--- src/rtl/truth_table_sweeper_pkg.sv ---
// rtl/truth_table_sweeper_pkg.sv - shared types and sizing helpers for the truth-table sweeper
package truth_table_sweeper_pkg;

    // Sweep controller states
    typedef enum logic [1:0] {
        IDLE   = 2'd0,
        SETTLE = 2'd1,
        DONE   = 2'd2
    } state_t;

    // Number of input combinations for an n_in-input Boolean block
    function automatic int n_vec(input int n_in);
        return 1 << n_in;
    endfunction

endpackage

--- src/rtl/truth_table_sweeper.sv ---
// rtl/truth_table_sweeper.sv - exhaustive stimulus/capture sweep of an N-input Boolean block
module truth_table_sweeper
    import truth_table_sweeper_pkg::*;
#(
    parameter int N_IN  = 3,
    parameter int DWELL = 2
) (
    input  logic                      clk,
    input  logic                      rst,
    input  logic                      start,
    input  logic [n_vec(N_IN)-1:0]    exp_table,
    input  logic                      y_in,
    output logic [N_IN-1:0]           vec_out,
    output logic                      busy,
    output logic                      done,
    output logic [n_vec(N_IN)-1:0]    table_out,
    output logic [N_IN:0]             err_count,
    output logic                      pass
);

    localparam int N_VEC = n_vec(N_IN);
    // Dwell counter never exceeds DWELL-1; keep it at least one bit wide
    localparam int DW    = (DWELL > 1) ? $clog2(DWELL) : 1;

    localparam logic [DW-1:0]   DWELL_LAST = DW'(DWELL - 1);
    localparam logic [N_IN-1:0] VEC_LAST   = N_IN'(N_VEC - 1);

    state_t                r_state;
    logic [N_VEC-1:0]      r_exp;
    logic [DW-1:0]         r_dwell;
    logic [N_IN-1:0]       r_vec;
    logic                  r_busy;
    logic                  r_done;
    logic [N_VEC-1:0]      r_table;
    logic [N_IN:0]         r_err;
    logic                  r_pass;

    logic                  w_mis;
    logic [N_IN:0]         w_err_next;

    // Compare of the current sample against the latched expectation, folded into the running count
    always_comb begin
        w_mis      = (y_in != r_exp[r_vec]);
        w_err_next = r_err + {{N_IN{1'b0}}, w_mis};
    end

    // Sweep controller: latch on start, dwell on each vector, sample at the end of the dwell
    always_ff @(posedge clk) begin
        if (rst) begin
            r_state <= IDLE;
            r_exp   <= '0;
            r_dwell <= '0;
            r_vec   <= '0;
            r_busy  <= 1'b0;
            r_done  <= 1'b0;
            r_table <= '0;
            r_err   <= '0;
            r_pass  <= 1'b0;
        end else begin
            case (r_state)
                IDLE: begin
                    if (start) begin
                        r_exp   <= exp_table;
                        r_table <= '0;
                        r_err   <= '0;
                        r_pass  <= 1'b0;
                        r_vec   <= '0;
                        r_dwell <= '0;
                        r_busy  <= 1'b1;
                        r_state <= SETTLE;
                    end
                end
                SETTLE: begin
                    if (r_dwell == DWELL_LAST) begin
                        r_table[r_vec] <= y_in;
                        r_err          <= w_err_next;
                        r_dwell        <= '0;
                        if (r_vec != VEC_LAST) begin
                            r_vec <= r_vec + 1'b1;
                        end else begin
                            // Final vector: pass must include this last compare
                            r_pass  <= (w_err_next == '0);
                            r_busy  <= 1'b0;
                            r_done  <= 1'b1;
                            r_state <= DONE;
                        end
                    end else begin
                        r_dwell <= r_dwell + 1'b1;
                    end
                end
                DONE: begin
                    r_done  <= 1'b0;
                    r_state <= IDLE;
                end
                default: begin
                    r_state <= IDLE;
                end
            endcase
        end
    end

    assign vec_out   = r_vec;
    assign busy      = r_busy;
    assign done      = r_done;
    assign table_out = r_table;
    assign err_count = r_err;
    assign pass      = r_pass;

endmodule

--- config.mk ---
export PLATFORM = sky130hd
export DESIGN_NAME = truth_table_sweeper
export DESIGN_NICKNAME = d
export VERILOG_FILES = /design/src/rtl/truth_table_sweeper_pkg.sv /design/src/rtl/truth_table_sweeper.sv
export SDC_FILE = /design/constraint.sdc
export NUM_CORES = 1
export LEC_CHECK = 0
export ABC_AREA = 0
export CORE_MARGIN = 2
export CORE_UTILIZATION = 45
export CTS_BUF_LIST = sky130_fd_sc_hd__clkbuf_8
export CTS_CLUSTER_DIAMETER = 30
export DETAILED_ROUTE_END_ITERATION = 16
export GPL_ROUTABILITY_DRIVEN = 0
export HOLD_SLACK_MARGIN = 0.05
export PLACE_DENSITY = 0.71
export RECOVER_POWER = 25
export REMOVE_ABC_BUFFERS = 1
export SYNTH_ARGS = -nofsm -noshare
export SYNTH_HDL_FRONTEND = slang
export SYNTH_SLANG_ARGS = --single-unit
--- constraint.sdc ---
create_clock -name clk -period 3.7 [get_ports clk]
set_input_delay 0.37 -clock clk [delete_from_list [all_inputs] [get_ports clk]]
set_output_delay 0.37 -clock clk [all_outputs]
set_load 0.03 [all_outputs]
==> reports/summary.txt, run 1 <==
Final total power - 620 µW
Final cell count without fillers - 218
Worst slew pin tran - 1.84 ns
# diodes - 0
Simple-gate portion of the synthesized area - 22.7%
Nets - 200
Fin. max-slew vios - 16
P_sw - 146 µW
TritonCTS clock tree - built
Fin crit share - 82.7%
CP cell instances - dlygate4sd3_1 -> nor3b_1 -> nor2_2 -> o311ai_1 -> a21oi_1
YS warnings - 0
Ys async rst share - 0%
Die Ht - 59.3 µm
Compound-gate portion of the synthesized area - 20.1%
Area delta synth->final - 24.8%
Clk_skew - 0.00445 ns
Core box area - 0.00298 mm²
Sw Ratio - 23.6%
Initial Utilization - 46.2%
Vias per cell - 5.71
Crit end category - flip-flop
Main synth FF type - dfxtp_1
First-pass GRT wire length - 4750 µm
Syn_area_per_cell - 8.65 µm²
Synthesized instance count - 159
Slowest-stage cell, CP - nor3b_1
Vias in the first global route - 1084
Combinational share of power - 10.0%
Status - complete, but fails checks
Bufs on Longest Clock Path - 2
DRC viols - 0
Post-synth top cells - 29 x dfxtp_1, 24 x nand2_1, 19 x a21oi_1
Std cell rows - 20
Pre-antenna DRT Iters - 4
RSZ-0062 raised after global routing - false
Post-Synth XOR/XNOR Area - 1.91%
Grt ovf - 0
Initial drt markers - 33
Yosys top cell area share - 42.2%
Most common cell in the netlist - dfxtp_1
Leak pwr - 0.647 nW
DR WL/cell - 13.3 µm
Dpl hpwl - 2060 µm
Total CTS buffers - 5
Startpoint Class - primary input
Post_cts resized - 0
Hold crit path type - reg2reg
Root Driver - clkbuf_8
Clock transition at the registers of the reported paths - 0.06 ns
Synth Area in Adders - 3.64%
Max-cap violation count - 1
Cell taking the most area after synthesis - dfxtp_1
Hold_buf cts - 0
Clock share of power - 36.9%
Delay-heaviest family, CP - simple AND/OR/NAND/NOR gates
Largest net degree at the start of global routing - 30
Mapped Area - 0.00138 mm²
CTS sink count - 29
Cell Count Post-Placement - 210
Worst-path fanout max - 15
WS Path Type - in2reg
CP bufs+invs - 1
Rel. slew slack - -22.8%
Total Wirelength - 2910 µm
Area after DPL - 0.00165 mm²
Fin area - 0.00172 mm²
Failing checks - capacitance limit, slew limit
Die ar. - 0.00351 mm²
EDFF count, synth - 0
Share of layout cells above drive strength 1 - 5.41%
Max incr delay on CP - 1.45 ns
Worst path arrival time - 3.16 ns
H-Tree Depth - 2
GRT Util Overall - 17.8%
Hold Vio Cnt, Final - 0
Post-synthesis sequential area ratio - 42.2%
Mux cell area share after synthesis - 4.55%
Setup TNS - 0 ns
I/O pin cnt - 30
Post-route ant nets - 0
Die width - 59.3 µm
Vias - 1245
Top post-synthesis cells by area - dfxtp_1 42%, a21oi_1 6.9%, nand2_1 6.6%
Final min period - 3.06 ns
Worst VDD drop - 0.243 mV
Worst skew pair latency - 0.27 ns
Worst Path Required - 3.80 ns
Yosys reg bits - 29
Post-CTS setup buffers - 0
Max Clock Freq - 0.327 GHz
Main combinational cell family by area after synthesis - simple AND/OR/NAND/NOR gates
Final setup fails - 0
Initial antenna violation count - 0
P per Cell Area - 361 mW/mm²
Buffers on Ports - 29
Part of the power in registers - 53.1%
Synth unique cells - 38
Internal power - 473 µW
-- power groups by stage --
stage	registers, mW	clock network [mW]	logic, mW
global placement	0.336	0	0.0613
CTS	0.330	0.232	0.0630
floorplan	0.338	0	0.0299
finish	0.329	0.229	0.0618
detailed placement	0.336	0	0.0631
global route	0.330	0.251	0.0685
-- final timing paths --
path / from / end / slack (ns) / depth (start not counted)
max: start / table_out[2]$_SDFFE_PP0P_ / 0.64 / 5
min: r_exp[1]$_SDFFE_PP0P_ / r_exp[1]$_SDFFE_PP0P_ / 0.45 / 2
max reg2reg: vec_out[1]$_SDFFE_PP0P_ / pass$_SDFFE_PP0P_ / 0.70 / 10
min reg2reg: r_exp[1]$_SDFFE_PP0P_ / r_exp[1]$_SDFFE_PP0P_ / 0.45 / 2
-- worst register-to-register path, delay by kind of cell (launching register included) --
| kind | cells | cell delay [ns] |
|---|---|---|
| DFF | 1 | 0.61 |
| adders and majority gates | 2 | 0.45 |
| AOI/OAI and AO/OA | 3 | 0.48 |
| xor gates and xnor gates | 2 | 0.34 |
| and+or+nand+nor | 2 | 0.65 |
| muxes | 1 | 0.39 |
-- layer usage --
layer	up-vias	part of all wire [%]	global-route usage, %
met1	576	49	22.5
met3	9	4.0	5.46
met4	0	2.2	8.44
met5	-	0	0
met2	37	45	27.5
li1	623	-	-
-- logic make-up after synthesis --
family | after synthesis
buf+inv | 13
simple gates | 60
compound gates | 44
mux | 6
fa+ha+maj | 4
flops | 29
xor+xnor | 3
-- area by class of cell --
cell class / count / area (µm²)
fill: 285 / 1260
multi-input combinational: 117 / 716
sequential: 29 / 581
timing repair buffer: 29 / 290
clock buffer: 5 / 68.8
tap: 33 / 41.3
clock inverter: 3 / 11.3
inverter: 2 / 7.51
-- registers in the layout, indices dropped and copies added, names as in the netlist --
register,flops
err_count,4
r_dwell,1
done,1
busy,1
table_out,8
pass,1
vec_out,3
r_state,2
r_exp,8
-- through the flow --
stage | hold slack (ns) | setup WS (ns) | util, %
floorplan | 0.426 | 0.784 | -
global placement | 0.446 | 0.873 | 55.3
detailed placement | 0.451 | 0.732 | 55.3
CTS | 0.459 | 0.711 | 58.0
global route | 0.484 | 0.442 | 57.6
finish | 0.455 | 0.640 | 57.6
-- cells in the final DEF, fill, tap and decap left out, drive strengths merged, types with 7 or more instances in the layout --
master | netlist | routed
a21oi | 19 | 19
a22oi | 7 | 7
clkdlybuf4s50 | 0 | 22
dfxtp | 29 | 29
dlygate4sd3 | 0 | 7
nand2 | 24 | 24
nor2 | 11 | 11
o21ai | 7 | 7
No activity file was read; power rests on OpenSTA's default activity.
==> run 2: changes to the inputs <==
- clock period: 3.7 -> 3.1 ns (I/O delays scaled with it)
==> run 2 against run 1 <==
Net effect:
- the run now ends clean
- clock skew about the same
- non-clock buffer count rose by 2
- sequential power rose by 19%
- register-to-register slack worse by 0.36 ns
- worst setup slack lost 0.30 ns
- utilization increased by 1.6 points
- sequential share of layout area down 0.91 points
- combinational power rose by 25%
- cell count increased by 0.92%
- clock-buffer cell count is 2 higher
- via count increased by 1.0%
- wire length increased by 7.1%
- critical path type is now reg2reg
- critical endpoint is now pass$_SDFFE_PP0P_
- largest cell class unchanged
- largest power group unchanged
- highest routed layer unchanged
==> reports/summary.txt, run 2 (synthesis results as in run 1) <==
Post_cts resized - 0 (unchanged)
CTS sink count - 29 (unchanged)
Std cell rows - 20 (unchanged)
CP cell instances - and2_1 -> a22oi_1 -> o221ai_1 -> xor2_1 -> ha_1 -> ha_1 -> xor2_1 -> or3_1 -> or3_1 -> a21oi_1
Vias per cell - 5.72 (+0.13%)
Worst VDD drop - 0.321 mV (+32%)
Worst path arrival time - 2.96 ns (-0.20 ns)
Hold crit path type - reg2reg
Most common cell after layout, fill and taps aside - dfxtp_1
Most frequent cells in the layout - 29 x dfxtp_1, 24 x nand2_1, 20 x clkdlybuf4s50_1
Dpl hpwl - 2190 µm (+6.1%)
Cell Count Post-Placement - 212 (+0.95%)
Clk_skew - 0.00471 ns (+0.000266 ns)
Core box area - 0.00298 mm² (unchanged)
Hold Vio Cnt, Final - 0 (unchanged)
Area delta synth->final - 28.2%
Area of the multi-input gates - 727 µm² (+1.6%)
Nets - 202 (+1.0%)
GRT Util Overall - 19.1% (+1.3 points)
WS Path Type - reg2reg
TritonCTS clock tree - built
Leak pwr - 0.671 nW (+3.7%)
Post-route ant nets - 0 (unchanged)
Worst skew pair latency - 0.28 ns (about the same)
Rel. slew slack - 31.0% (+54 points)
Crit end category - flip-flop
Vias in the first global route - 1139 (+5.1%)
I/O pin cnt - 30 (unchanged)
Sequential cell area - 581 µm² (unchanged)
Total CTS buffers - 5 (unchanged)
Fin. max-slew vios - 0 (-16)
Max Clock Freq - 0.362 GHz
Root Driver - clkbuf_8
Slowest-stage cell, CP - dfxtp_1
Buffers on Ports - 29 (unchanged)
Initial antenna violation count - 0 (unchanged)
FF-to-FF setup slack - 0.34 ns (-0.36 ns)
# diodes - 0 (unchanged)
Startpoint Class - flip-flop
Setup TNS - 0 ns (unchanged)
Fin crit share - 89.0%
Final setup fails - 0 (unchanged)
Clock transition at the registers of the reported paths - 0.06 ns (about the same)
Total Wirelength - 3120 µm (+7.1%)
Pre-antenna DRT Iters - 4 (unchanged)
DR WL/cell - 14.2 µm (+6.1%)
Initial drt markers - 49 (+48%)
Fillers - 262 (-8.1%)
Hold_buf cts - 0 (unchanged)
Worst-path fanout max - 13 (-2)
Share of layout cells above drive strength 1 - 8.56% (+3.2 points)
Worst slew pin tran - 1.03 ns (-0.807 ns)
Die Ht - 59.3 µm (unchanged)
Final min period - 2.76 ns
Die ar. - 0.00351 mm² (unchanged)
H-Tree Depth - 2 (unchanged)
Worst Path Required - 3.30 ns (-0.50 ns)
Die width - 59.3 µm (unchanged)
Status - finished clean
Vias - 1258 (+1.0%)
P per Cell Area - 459 mW/mm² (+27%)
Largest net degree at the start of global routing - 30 (unchanged)
RSZ-0062 raised after global routing - false
Grt ovf - 0 (unchanged)
Max incr delay on CP - 0.57 ns (-0.88 ns)
DRC viols - 0 (unchanged)
Fin area - 0.00176 mm² (+2.8%)
Max-cap violation count - 0 (-1)
Final cell count without fillers - 220 (+0.92%)
Area after DPL - 0.00166 mm² (+0.91%)
Bufs on Longest Clock Path - 2 (unchanged)
Post-CTS setup buffers - 0 (unchanged)
First-pass GRT wire length - 5010 µm (+5.4%)
Initial Utilization - 46.2% (unchanged)
==> run 2: cell count changes in the layout (fill, tap and decap cells not counted), sizes merged <==
cell / previous run / this run
dlygate4sd3: 7 / 9
buf: 0 / 2
clkbuf: 5 / 7
clkinv: 0 / 1
inv: 5 / 2
clkdlybuf4s50: 22 / 20
==> run 2: path summary, 6_finish.rpt <==
kind | startpoint | end | cells after the start
setup / recovery | vec_out[2]$_SDFFE_PP0P_ | pass$_SDFFE_PP0P_ | 10
hold / removal | r_exp[3]$_SDFFE_PP0P_ | r_exp[3]$_SDFFE_PP0P_ | 2
setup reg to reg | vec_out[2]$_SDFFE_PP0P_ | pass$_SDFFE_PP0P_ | 10
hold reg to reg | r_exp[3]$_SDFFE_PP0P_ | r_exp[3]$_SDFFE_PP0P_ | 2
==> run 2: final cells by class <==
type	count	share of cell area [%]
clock inverter	1	0.284
sequential	29	32.9
timing repair buffer	31	17.3
tap	33	2.34
inverter	2	0.426
multi-input combinational	117	41.2
clock buffer	7	5.46
==> run 2: critical path, delay by kind of cell, from the launching register on <==
| family | cells | cell delay [ns] |
|---|---|---|
| xor+xnor | 2 | 0.29 |
| compound gates | 3 | 0.46 |
| flops | 1 | 0.57 |
| fa+ha+maj | 2 | 0.44 |
| simple gates | 3 | 0.91 |
==> run 2: per-layer routing <==
layer / wire [µm] / global-route usage (%)
met1: 1430 / 23.2
met2: 1450 / 31.2
met3: 212 / 6.77
met4: 27 / 6.49
met5: 0 / 0
==> run 2: per-stage QoR <==
step | util, % | power (mW) | setup WS (ns) | hold WS, ns
after floorplan | - | 0.439 | 0.184 | 0.379
after global placement | 55.8 | 0.475 | 0.559 | 0.454
after detailed placement | 55.8 | 0.478 | 0.406 | 0.449
after CTS | 59.2 | 0.817 | 0.376 | 0.458
after global routing | 59.2 | 0.843 | 0.123 | 0.475
final | 59.2 | 0.810 | 0.341 | 0.455
==> run 2: report_power, final <==
part / switching (mW) / total, mW / internal, mW
Combinational: 0.0427 / 0.0771 / 0.0344
Clock: 0.140 / 0.340 / 0.200
Sequential: 0.00931 / 0.392 / 0.383
Total: 0.192 / 0.810 / 0.618
==> patch 1: new RTL, flow settings as in run 2 <==
Reset style: asynchronous (`rst`), changed in one clocked block.
--- a/src/rtl/truth_table_sweeper.sv
+++ b/src/rtl/truth_table_sweeper.sv
@@ -46,5 +46,5 @@
 
     // Sweep controller: latch on start, dwell on each vector, sample at the end of the dwell
-    always_ff @(posedge clk) begin
+    always_ff @(posedge clk or posedge rst) begin
         if (rst) begin
             r_state <= IDLE;
Check against the original RTL: differs if rst is asserted again (counterexample within 4 cycles, from zero or initial values and one cycle with rst high); with rst held inactive, the same outputs for 10 cycles.
==> patch 1 against run 2 <==
  * Count of clock-buffer cells in the layout did not move
  * Synthesized area rose by 4.7%
  * Global-route usage fell by 0.86 points
  * Core utilization rose by 1.4 points
  * Worst hold slack improved by 31 ps
  * Clock skew rose by 2.6 ps
  * Non-clock buffer count rose by 1
  * Setup slack improved by 450 ps
  * Wire length fell by 9.3%
  * Sequential cell count did not move
  * Sequential share of layout area rose by 6.3 points
  * Cell area rose by 5.0%
  * Critical path type unchanged
Power is not compared: it rests on default switching activity, and its combinational part moved more than twofold at a synthesized area within 25%.
==> patch 1: results (changes against run 2) <==
Worst setup path
  • Slowest cell on the critical path: dfrtp_1
  • CP max FO: 5 (-8)
  • Worst EP arrival: 2500 ps (-460 ps)
  • Crit-path max cell delay: 440 ps (-130 ps)

Synth
  • Ys async rst share: 100% (+100 points)
  • Yosys cell types: 33 (-13%)
  • Synth area leaders: dfrtp_1 50%, mux2_1 6.3%, o21ai_1 5.2%, ha_1 3.5%, a22o_1 3.0%
  • Syn avg cell area: 11.3 sq um (+31%)
  • Sequential element share of the synthesized area: 50.4% (+8.2 points)
  • Mux cell area share after synthesis: 9.82% (+5.3 points)
  • Post-Synth XOR/XNOR Area: 1.82% (-0.086 points)

Global route
  • Global-route wire length before repair: 4.63 mm (-7.6%)
  • Vias in the first global route: 1034 (-9.2%)
  • Met3 Use GR: 7.68% (+0.91 points)
  • Met2 GRT Util: 26.9% (-4.4 points)
  • Tot GR Track Use: 18.2% (-0.86 points)
  • GR met1 Demand/Resource: 22.4% (-0.73 points)
  • Largest net degree at the start of global routing: 30 (unchanged)

Finish
  • # diodes: 0 (unchanged)
  • Nets: 176 (-13%)
  • Share of cells above drive strength 1: 11.2% (+2.6 points)

Drt
  • Vias per cell: 5.27 (-7.8%)
  • Avg WL per Cell: 13.8 microns (-2.7%)
  • Met3 routed WL: 168 microns (-21%)
  • Metal-1 WL: 1.28 mm (-10%)
  • WL met2: 1.30 mm (-9.8%)
  • Starting DRT DRC Count: 51 (+4.1%)
  • Pre-antenna DRT Iters: 5 (+1)

STA
  • Worst rel slew slack: 29.7% (-1.3 points)
  • Worst Skew: 7.33 ps (+2.62 ps)

Place
  • Placed Area: 1770 sq um (+6.6%)
  • Placement Setup Slack: 760 ps (+355 ps)
  • Cells after DPL: 197 (-7.1%)
  • HPWL after detailed placement: 2.06 mm (-6.0%)

Power
  • PD cells: 1150 nW/um^2
  • Sw frac: 41.7%

Outcome
  • Status: complete, no violations

Clock tree
  • Maximum clock insertion buffer count: 2 (unchanged)
## patch 1: worst paths after layout
path,cells after the start,slack (ps),start,end
worst max-delay path,9,790,vec_out[2],pass
worst min-delay path,1,490,r_exp[7],r_exp[7]
max in group asynchronous,2,1740,rst,r_state[0]
min in group asynchronous,2,720,rst,r_exp[0]
worst min register to register,1,490,r_exp[7],r_exp[7]
worst max register to register,9,790,vec_out[2],pass
## patch 1: logic make-up (layout without fill, tap and decap cells)
family                   Yosys count  after routing
buffers and inverters             11             45
XOR/XNOR                           3              3
AND/OR/NAND/NOR                   27             27
flip-flops                        29             29
multiplexers                      13             13
AO/OA/AOI/OAI                     40             40
adder cells (fa/ha/maj)            4              4
## patch 1: area by class of cell
type                       instances  area, sq um
clock buffer                       7         96.3
clock inverter                     1         5.00
fill                             282         1200
inverter                           5         18.8
multi-input combinational         87          637
sequential                        29          726
tap                               44         55.1
timing repair buffer              32          313
==> patch 2: new RTL, config.mk and constraints of run 2 <==
Made on the original files. `N_IN`: 3 -> 2.
--- a/src/rtl/truth_table_sweeper.sv
+++ b/src/rtl/truth_table_sweeper.sv
@@ -3,5 +3,5 @@
     import truth_table_sweeper_pkg::*;
 #(
-    parameter int N_IN  = 3,
+    parameter int N_IN  = 2,
     parameter int DWELL = 2
 ) (
Ports: changed (resized err_count, exp_table, table_out and vec_out); port bits go from 30 to 20. No check against the original RTL was run, so the function may have changed too.
==> patch 2 against run 2 <==
  * Synthesized cell count is 42% lower
  * Critical path depth is 4 lower
  * Wire length is 44% lower
  * Setup slack better by 500 ps
  * Cell count is 38% lower
  * Sequential power is 33% lower
  * Cell area is 34% lower
  * Sequential cell count is 10 lower
  * Combinational power is 32% lower
  * Synthesized area is 33% lower
  * Power is 40% lower
  * Maximum frequency is 22% higher
==> patch 2: results (changes against run 2) <==
Outcome
  • Status: complete, no violations

Worst setup path
  • CP max FO: 5 (-8)
  • Worst EP arrival: 2450 ps (-510 ps)
  • Slowest cell on the critical path: mux4_2
  • Worst-case reg-to-reg path depth: 6 (-4)
  • R2r endpoint: pass
  • R2R Path Start: vec_out[1]
  • Critical path launch point type: flip-flop
  • Crit-path max cell delay: 530 ps (-40 ps)
  • R2r setup slk: 840 ps (+500 ps)

Min path
  • Worst hold path cell count: 2 (unchanged)
  • Worst Hold Endpoint: busy
  • Tightest Hold Check Type: flip-flop to flip-flop
  • Hold Startpoint: busy

Synth
  • Yosys cell types: 31 (-18%)
  • Synth area leaders: dfxtp_1 41%, mux2i_1 8.7%, ha_1 8.2%, a21oi_1 4.4%, nand3b_1 3.3%
  • Sequential element share of the synthesized area: 41.4% (-0.80 points)
  • Synth top cells by count: 19 x dfxtp_1, 8 x a21oi_1, 8 x mux2i_1, 6 x ha_1, 6 x nor2_1
  • Top FF cell, synth: dfxtp_1
  • Ys async rst share: 0% (unchanged)

STA
  • Final setup violation count: 0 (unchanged)
  • Worst rel slew slack: 53.3% (+22 points)
  • Hold WS: 455 ps (-0.372 ps)
  • Worst Skew: 4.41 ps (-0.305 ps)

Global route
  • Global-route wire length before repair: 3.17 mm (-37%)
  • Met2 GRT Util: 29.1% (-2.2 points)
  • Largest net degree at the start of global routing: 23 (-23%)
  • GR met1 Demand/Resource: 19.7% (-3.5 points)
  • Tot GR Track Use: 16.7% (-2.4 points)
  • Met3 Use GR: 3.37% (-3.4 points)

Clock tree
  • Worst-Skew Late Latency: 250 ps (-30 ps)
  • CTS resizes: 0 (unchanged)
  • TritonCTS Buffers: 3 (-2)
  • Htree depth: 1 (-1)
  • Maximum clock insertion buffer count: 2 (unchanged)
  • Post-CTS setup buffers: 0 (unchanged)
  • Root buffer cell: clkbuf_8

Finish
  • Nets: 125 (-38%)
  • # diodes: 0 (unchanged)
  • Share of cells above drive strength 1: 7.27% (-1.3 points)

Drt
  • WL met2: 860 microns (-40%)
  • Via count: 738 (-41%)
  • DRT Wirelength: 1.75 mm (-44%)
  • DR top layer: met3
  • Starting DRT DRC Count: 12 (-76%)
  • Pre-antenna DRT Iters: 3 (-1)
  • Met3 routed WL: 65 microns (-69%)
  • Metal-1 WL: 824 microns (-42%)

Power
  • Lkg Pwr: 0.504 nW (-25%)
  • VDD IR-drop max: 0.331 mV (+3.1%)

Place
  • HPWL after detailed placement: 1.25 mm (-43%)
  • IO Port Bufs: 19 (-34%)
  • Placed Area: 1110 sq um (-33%)
==> patch 2: worst max-delay path: cells and delay by family (launching register included) <==
family / cells / cell delay, ps
mux: 1 / 530
compound gates: 1 / 120
flops: 1 / 420
fa+ha+maj: 2 / 470
simple gates: 1 / 500
xor+xnor: 1 / 160
==> patch 2: worst max-delay path by stage <==
stage / end / cells after the start
after CTS: pass / 6
after detailed placement: pass / 6
after global routing: pass / 6
final: pass / 6
after global placement: pass / 6
after floorplan: pass / 6
==> patch 2: per-stage QoR <==
step | utilization (%) | instances | worst slack (ps)
CTS | 59.7 | 137 | 823
global placement | 57.3 | 133 | 881
detailed placement | 57.3 | 133 | 840
finish | 59.7 | 137 | 837
global route | 59.7 | 137 | 721
floorplan | - | 87 | 719
==> patch 2: cells by family (layout without fill, tap and decap cells) <==
| family | Yosys count | count (layout) | synth area share [%] |
|---|---|---|---|
| adders and majority gates | 6 | 6 | 8.17 |
| AOI/OAI and AO/OA | 15 | 15 | 9.40 |
| xor gates and xnor gates | 2 | 2 | 1.91 |
| and+or+nand+nor | 32 | 32 | 22.3 |
| muxes | 10 | 10 | 12.4 |
| DFF | 19 | 19 | 41.4 |
| buffers and inverters | 8 | 26 | 4.36 |
==> patch 2: report_power, final <==
part	switching (W)	internal (W)	total, W
Combinational	0.0000264	0.0000262	0.0000526
Sequential	0.00000956	0.000251	0.000261
Clock	0.0000822	0.0000892	0.000171
==> patch 2: area by class of cell <==
class | instances | area (sq um)
Clock buffer | 3 | 41.3
Timing Repair Buffer | 19 | 190
Multi-Input combinational cell | 65 | 498
Clock inverter | 1 | 5.00
Inverter | 3 | 11.3
Fill cell | 173 | 782
Sequential cell | 19 | 380
Tap cell | 27 | 33.8
